--- config.mk ---
export PLATFORM = sky130hd
export DESIGN_NAME = vga_timing_gen
export DESIGN_NICKNAME = d
export VERILOG_FILES = /design/src/rtl/vga_pkg.sv /design/src/rtl/mod_counter.sv /design/src/rtl/vga_timing_gen.sv
export SDC_FILE = /design/constraint.sdc
export NUM_CORES = 1
export LEC_CHECK = 0
export ABC_AREA = 0
export CORE_MARGIN = 10
export CORE_UTILIZATION = 25
export DETAILED_ROUTE_END_ITERATION = 7
export GPL_TIMING_DRIVEN = 0
export PLACE_DENSITY = 0.55
export SYNTH_ARGS = -nofsm -noshare
export SYNTH_HDL_FRONTEND = slang
export SYNTH_HIERARCHICAL = 1
export SYNTH_SLANG_ARGS = --single-unit
--- constraint.sdc ---
create_clock -name Clk -period 6.8 [get_ports Clk]
set_input_delay 1.36 -clock Clk [delete_from_list [all_inputs] [get_ports Clk]]
set_output_delay 1.36 -clock Clk [all_outputs]
set_load 0.01 [all_outputs]
--- src/rtl/vga_pkg.sv ---
`default_nettype none
// ============================================================================
//  Module      : vga_pkg
//  Description : Shared 640x480@60 timing constants and helpers for the VGA
//                timing generator and the renderers that draw into it.
//  Revision    : 1.0 - initial release
// ============================================================================
package vga_pkg;

  // Counter width: holds H_TOTAL-1 (799) and V_TOTAL-1 (524).
  localparam int C_CNT_W     = 10;

  // Horizontal timing in pixels.
  localparam int C_H_VISIBLE = 640;
  localparam int C_H_FP      = 16;
  localparam int C_H_SYNC    = 96;
  localparam int C_H_BP      = 48;
  localparam int C_H_TOTAL   = C_H_VISIBLE + C_H_FP + C_H_SYNC + C_H_BP;

  // Vertical timing in lines.
  localparam int C_V_VISIBLE = 480;
  localparam int C_V_FP      = 10;
  localparam int C_V_SYNC    = 2;
  localparam int C_V_BP      = 33;
  localparam int C_V_TOTAL   = C_V_VISIBLE + C_V_FP + C_V_SYNC + C_V_BP;

  // True when lo <= value < hi (half-open window, used for sync pulses).
  function automatic logic in_window(input logic [C_CNT_W-1:0] value,
                                     input logic [C_CNT_W-1:0] lo,
                                     input logic [C_CNT_W-1:0] hi);
    return (value >= lo) && (value < hi);
  endfunction

endpackage
`default_nettype wire

--- src/rtl/mod_counter.sv ---
`default_nettype none
// ============================================================================
//  Module      : mod_counter
//  Description : Modulo-N up counter with enable. Exposes the current count,
//                the value it will take on the next clock, and a wrap pulse
//                that is high while enabled on the last state.
//  Revision    : 1.0 - initial release
// ============================================================================
module mod_counter #(
  parameter int MODULUS = 800,
  parameter int WIDTH   = 10
) (
  input  logic             clk,
  input  logic             rst,
  input  logic             i_en,
  output logic [WIDTH-1:0] o_count,
  output logic [WIDTH-1:0] o_count_next,
  output logic             o_wrap
);

  localparam logic [WIDTH-1:0] c_last = WIDTH'(MODULUS - 1);

  logic [WIDTH-1:0] r_count;
  logic [WIDTH-1:0] w_count_next;
  logic             w_at_last;

  assign w_at_last = (r_count == c_last);
  assign o_wrap    = i_en & w_at_last;

  // Next value: hold when disabled, roll to zero after the last state.
  always_comb begin
    w_count_next = r_count;
    if (i_en) begin
      if (w_at_last) begin
        w_count_next = '0;
      end else begin
        w_count_next = r_count + WIDTH'(1);
      end
    end
  end

  // Count register, cleared immediately by reset.
  always_ff @(posedge clk or posedge rst) begin
    if (rst) begin
      r_count <= '0;
    end else begin
      r_count <= w_count_next;
    end
  end

  assign o_count      = r_count;
  assign o_count_next = w_count_next;

endmodule
`default_nettype wire

--- src/rtl/vga_timing_gen.sv ---
`default_nettype none
// ============================================================================
//  Module      : vga_timing_gen
//  Description : VGA raster timing generator. Divides Clk by two into a
//                pixel enable, walks the horizontal/vertical position and
//                produces sync, blank and line/frame start strobes. Sync and
//                blank are registered from the counters' next values so every
//                output changes on the same Clk edge as DrawX/DrawY.
//  Revision    : 1.0 - initial release
// ============================================================================
module vga_timing_gen
  import vga_pkg::*;
#(
  parameter int H_VISIBLE = C_H_VISIBLE,
  parameter int H_FP      = C_H_FP,
  parameter int H_SYNC    = C_H_SYNC,
  parameter int H_BP      = C_H_BP,
  parameter int V_VISIBLE = C_V_VISIBLE,
  parameter int V_FP      = C_V_FP,
  parameter int V_SYNC    = C_V_SYNC,
  parameter int V_BP      = C_V_BP
) (
  input  logic               Clk,
  input  logic               Reset,
  output logic               pixel_clk,
  output logic [C_CNT_W-1:0] DrawX,
  output logic [C_CNT_W-1:0] DrawY,
  output logic               hs,
  output logic               vs,
  output logic               blank,
  output logic               sync,
  output logic               line_start,
  output logic               frame_start
);

  localparam int H_TOTAL = H_VISIBLE + H_FP + H_SYNC + H_BP;
  localparam int V_TOTAL = V_VISIBLE + V_FP + V_SYNC + V_BP;

  localparam logic [C_CNT_W-1:0] c_h_visible = C_CNT_W'(H_VISIBLE);
  localparam logic [C_CNT_W-1:0] c_hs_start  = C_CNT_W'(H_VISIBLE + H_FP);
  localparam logic [C_CNT_W-1:0] c_hs_end    = C_CNT_W'(H_VISIBLE + H_FP + H_SYNC);
  localparam logic [C_CNT_W-1:0] c_v_visible = C_CNT_W'(V_VISIBLE);
  localparam logic [C_CNT_W-1:0] c_vs_start  = C_CNT_W'(V_VISIBLE + V_FP);
  localparam logic [C_CNT_W-1:0] c_vs_end    = C_CNT_W'(V_VISIBLE + V_FP + V_SYNC);

  logic               r_phase;
  logic               r_pixel_clk;
  logic               w_pix_en;
  logic [C_CNT_W-1:0] w_hcount;
  logic [C_CNT_W-1:0] w_vcount;
  logic [C_CNT_W-1:0] w_h_next;
  logic [C_CNT_W-1:0] w_v_next;
  logic               w_h_wrap;
  logic               w_v_wrap;
  logic               r_hs;
  logic               r_vs;
  logic               r_blank;
  logic               r_line_start;
  logic               r_frame_start;

  // Pixel enable is the odd phase, so the first advance after reset lands on
  // the second Clk edge; pixel_clk follows one Clk later and therefore rises
  // on the same edge that the position counters move.
  assign w_pix_en = r_phase;

  // Divide-by-two phase and pixel clock.
  always_ff @(posedge Clk or posedge Reset) begin
    if (Reset) begin
      r_phase     <= 1'b0;
      r_pixel_clk <= 1'b0;
    end else begin
      r_phase     <= ~r_phase;
      r_pixel_clk <= r_phase;
    end
  end

  mod_counter #(
    .MODULUS (H_TOTAL),
    .WIDTH   (C_CNT_W)
  ) u_hcount (
    .clk          (Clk),
    .rst          (Reset),
    .i_en         (w_pix_en),
    .o_count      (w_hcount),
    .o_count_next (w_h_next),
    .o_wrap       (w_h_wrap)
  );

  // The line counter steps only when the pixel counter rolls over.
  mod_counter #(
    .MODULUS (V_TOTAL),
    .WIDTH   (C_CNT_W)
  ) u_vcount (
    .clk          (Clk),
    .rst          (Reset),
    .i_en         (w_h_wrap),
    .o_count      (w_vcount),
    .o_count_next (w_v_next),
    .o_wrap       (w_v_wrap)
  );

  // Sync, blank and start strobes decoded from the upcoming position.
  always_ff @(posedge Clk or posedge Reset) begin
    if (Reset) begin
      r_hs          <= 1'b1;
      r_vs          <= 1'b1;
      r_blank       <= 1'b1;
      r_line_start  <= 1'b0;
      r_frame_start <= 1'b0;
    end else begin
      r_hs          <= ~in_window(w_h_next, c_hs_start, c_hs_end);
      r_vs          <= ~in_window(w_v_next, c_vs_start, c_vs_end);
      r_blank       <= (w_h_next < c_h_visible) && (w_v_next < c_v_visible);
      r_line_start  <= w_h_wrap;
      r_frame_start <= w_h_wrap & w_v_wrap;
    end
  end

  assign pixel_clk   = r_pixel_clk;
  assign DrawX       = w_hcount;
  assign DrawY       = w_vcount;
  assign hs          = r_hs;
  assign vs          = r_vs;
  assign blank       = r_blank;
  assign sync        = 1'b0;
  assign line_start  = r_line_start;
  assign frame_start = r_frame_start;

endmodule
`default_nettype wire

Yosys cells after proc, flatten, opt, wreduce, memory -nomap -nowiden
Cells that the tools add are included.

word-level totals
  register bits = 27
  input port bits = 2
  output and inout bits = 27
  word-level logic and storage cells = 32

operators by class
  add/subtract/negate cells = 2
  order comparisons = 6
  eq/ne operators = 2
  mux-type cells = 4
  bitwise logic cells = 6
  reductions and logical operators = 3

operators with widths
  kind                     number
  $mux W10                 4
  $add A10 B1 Y10 const B  2
  $eq A10 B10 Y1 const B   2
  $lt A10 B10 Y1 const B   2
  $lt A10 B9 Y1 const B    2
  $ge A10 B10 Y1 const B   1
  $ge A10 B9 Y1 const B    1
  $and A1 B1 Y1            3
  $logic_and A1 B1 Y1      3
  $not A1 Y1               3

Logic depth before layout (Yosys ltp)
  depth in word-level cells = 6
  gate-level depth with buffers = 9
  gate-level depth less buffers = 8

Hierarchy
Netlist, hierarchy kept.

modules (own cells, without submodules)
  module                   times used  cells an instance  area each (µm²)  sequential area each (µm²)
  mod_counter at u_vcount  1           56                 540.5            250.2
  mod_counter at u_hcount  1           47                 523.0            250.2
  vga_timing_gen           1           21                 265.3            178.9

Least setup slack after synthesis
OpenSTA, ideal clock, no wires.

  kind = reg2reg
  start = reg u_hcount.r_count[0], in the netlist u_hcount/o_count[0]
  end = reg r_vs, in the netlist vs
  setup time = 0.064 ns
  arrival = 2.285 ns
  required time = 6.736 ns
  slack = 4.450 ns
  stages on the path, launching flop included = 9
  buffers on the path = 1
  clock period less this slack = 2.350 ns
  path through = dfrtp_1 ha_1 nand2_1 nor4_4 buf_6 nand3_2 or4_1 a21oi_1 nand3b_1

on the way
  longest elaborated chain between the ends = 6
  elaborated cells between the ends (all ways) = 7
  those cells by class = 2 x order compare; 1 x eq/ne; 1 x mux; 2 x bitwise; 1 x reduce/logical

ends and longest elaborated chain
  element                                         line                   source
  start, declared                                 mod_counter.sv:23      logic [WIDTH-1:0] r_count;
  start signal, assigned                          mod_counter.sv:47      r_count <= w_count_next;
  $eq A10 B10 Y1 *                                mod_counter.sv:27      assign w_at_last = (r_count == c_last);
  $and A1 B1 Y1 *                                 mod_counter.sv:28      assign o_wrap = i_en & w_at_last;
  named net w_h_wrap                              vga_timing_gen.sv:53   logic w_h_wrap;
  $mux W10 *                                      mod_counter.sv:33      if (i_en) begin
  named net w_v_next[9]                           vga_timing_gen.sv:52   logic [C_CNT_W-1:0] w_v_next;
  $ge A10 B9 Y1 or $lt A10 B9 Y1 (tied branches)  vga_pkg.sv:31          return (value >= lo) && (value < hi);
  $logic_and A1 B1 Y1 *                           vga_pkg.sv:31
  $not A1 Y1 *                                    vga_timing_gen.sv:112  r_vs <= ~in_window(w_v_next, c_vs_start, c_vs_end);
  end signal, assigned                            vga_timing_gen.sv:112
  end, declared                                   vga_timing_gen.sv:56   logic r_vs;

The timed path passes the listed nets; every way through them passes the cells marked *.

Worst setup path in the final report
  start = reg u_vcount.r_count[2], in the netlist u_vcount/o_count[2]
  end = out DrawY[2]

RTL lines
  element                 line                  source
  start, declared         mod_counter.sv:23
  start signal, assigned  mod_counter.sv:47
  end, declared           vga_timing_gen.sv:27  output logic [C_CNT_W-1:0] DrawY,

No word-level cell between the ends.

==> impl_results.md <==
* Top Layer Used: met4
* Die area at 0.00863 sq mm
* Number of global-route vias before repair at 1104
* Met2 WL at 1.43 mm
* Ys flop type: dfrtp_1
* Fin area at 0.00174 sq mm
* Crit-path max FO at 8
* Clock tree buffer depth at 2
* Non-filler cells, final at 225
* Max Slew Vio Count at 0
* RSZ-0062 raised after global routing: false
* Most common cell in the netlist: dfrtp_1
* Slowest cell on crit path: clkdlybuf4s50_1
* Initial core utilization at 0.259
* Root buf cell: clkbuf_8
* Area after DPL at 0.00169 sq mm
* VDD IR-drop max at 81.6 uV
* Hold Fails Final Rpt at 0
* IO Pins at 29
* Post-CTS Setup Inserts at 0
* Total wire length at 3.17 mm
* Post-layout util at 0.338
* Rel. slew slack at 0.613
* Pre-antenna DRT Iters at 4
* Clk slew on worst S/H paths at 100 ps
* Ys Warns at 6
* Worst EP arrival at 1390 ps
* First-pass GRT wire length at 5.46 mm
* Crit-path cells: clkdlybuf4s50_1
* Worst min path class: register to register
* DRT antenna net count at 0
* Crit start category: register
* Crit path largest cell delay at 600 ps
* Hold slack final at 396 ps
* Width of the die at 92.9 um
* # hold bufs at CTS at 0
* H-tree depth at 1
* CP endpoint kind: output port
* Gr usage total at 0.0764
* Pin count of the biggest net entering global routing at 17
* Avg Cell Area, Syn at 10.7 sq um
* Synth unique cells at 41
* Core area at 0.00514 sq mm
* Drt via density at 4.81
* Top delay family on crit path: buffers and inverters
* # DRC at 0
* Worst path bufs/invs at 1
* # nets final at 161
* Initial antenna violation count at 0
* Synth top cells by count: dfrtp_1 (24), nand2_1 (10), nor3_1 (10)
* DP HPWL at 2.41 mm
* N_diodes at 0
* P per Cell Area at 149 mW/mm^2
* Met3 WL at 324 um
* Share of layout cells above drive strength 1 at 0.116
* Mapped Cells at 124
* Clk sinks at 27
* Status: finished, final reports clean
* Clk_lat worst skew at 270 ps
* Metal-1 WL at 1.38 mm
* Number of enable flip-flop cells after synthesis at 0
* Layout Skew at 3.33 ps
* Area grow syn2layout at 30.6%
* Critical Path RT at 5440 ps
* Core Rows at 26
* GR Overflow Total at 0
* TritonCTS clock tree: built
* Placed Cells at 221
* Initial drt markers at 47
* Top cell type's share of synthesized area at 0.452
* Yosys top cell by area: dfrtp_1
* GP Congestion at 0.845
* Port Buf Inserts at 27
* F_max at 363 MHz
* Synth area leaders: dfrtp_1 (45%), dfstp_2 (5.9%), xor2_1 (4.0%), nor3_1 (3.8%), ha_1 (2.8%)
* Final setup vio count at 0
* Cts repair resizes at 0
* Die Ht at 92.9 um
* Leak Pwr at 0.697 nW
* TNS Setup at 0 ps
* Crit path kind: register to output port
* Synth Register Bits at 27
* Post-Syn Area at 0.00133 sq mm
* Via count at 1082
* Async SR Flop Fraction at 1.00
* Final WS setup at 4050 ps
* Post-synthesis sequential area ratio at 0.511
* Syn nets at 129
* Avg WL per Cell at 14.1 um
* Crit share post-route at 0.405
* Max Cap Viol at 0
* Slew @ Worst Pin at 576 ps
* Total power draw at 259 uW
* Crit path time final at 2750 ps
* CTS Buf Count at 3
* Worst slack at placement at 4050 ps
[flip-flops by register name, indices dropped and copies added (netlist names)]
register / cells
u_hcount/o_count: 10
u_vcount/o_count: 10
blank: 1
frame_start: 1
hs: 1
line_start: 1
pixel_clk: 1
r_phase: 1
vs: 1
[path summary, 6_finish.rpt]
kind	endpoint	cells past startpoint	start	slack (ps)
setup / recovery	DrawY[2]	1	u_vcount/o_count[2]	4050
hold / removal	pixel_clk	0	r_phase	400
setup reg to reg	vs	9	u_hcount/o_count[0]	4070
hold reg to reg	pixel_clk	0	r_phase	400
max in group asynchronous	u_hcount/o_count[2]	2	Reset	5090
min in group asynchronous	r_phase	2	Reset	1370
[per-layer routing]
| layer | global-route usage | vias up |
|---|---|---|
| met5 | 0 | - |
| met1 | 0.0922 | 526 |
| met4 | 0.0116 | 0 |
| met3 | 0.0404 | 4 |
| li1 | - | 508 |
| met2 | 0.120 | 44 |
[cells by family (layout without fill, tap and decap cells)]
family          after synthesis  after routing  share of synthesized area
other cells                   1              1                    0.00282
fa+ha+maj                     3              3                     0.0283
simple gates                 51             51                      0.250
xor+xnor                     10             10                     0.0659
compound gates               18             18                     0.0885
mux                           1              1                    0.00753
buf+inv                      13             44                     0.0461
flops                        27             27                      0.511
[report_power, final]
part           switching, mW  internal [mW]  total, mW
combinational        0.00366        0.00100    0.00466
clock                 0.0524         0.0416     0.0940
sequential                 0          0.161      0.161
[cell usage in the layout (no fill, tap or decap), types with 2 or more instances in the layout]
cell type,synthesis,layout
dfstp_2,3,3
nand2_1,10,10
nand3_1,4,4
a21oi_1,3,3
ha_1,3,3
nor2_1,4,4
nand3_2,2,2
dfrtp_1,24,24
clkdlybuf4s50_1,0,27
xnor2_1,4,4
nor3_1,10,10
nand4_1,5,5
nand4bb_1,2,2
or4_1,3,3
inv_1,9,9
clkbuf_8,0,3
xor2_1,6,6
o21ai_0,5,5
o31ai_1,3,3
[cell type report]
class | instances | area, sq um
tap | 70 | 87.6
timing repair buffer | 27 | 270
sequential | 27 | 679
clock buffer | 3 | 41.3
buffer | 4 | 27.5
fill | 540 | 3400
inverter | 9 | 33.8
multi-input combinational | 84 | 588
clock inverter | 1 | 7.51
(Power assumes the default switching activity.)
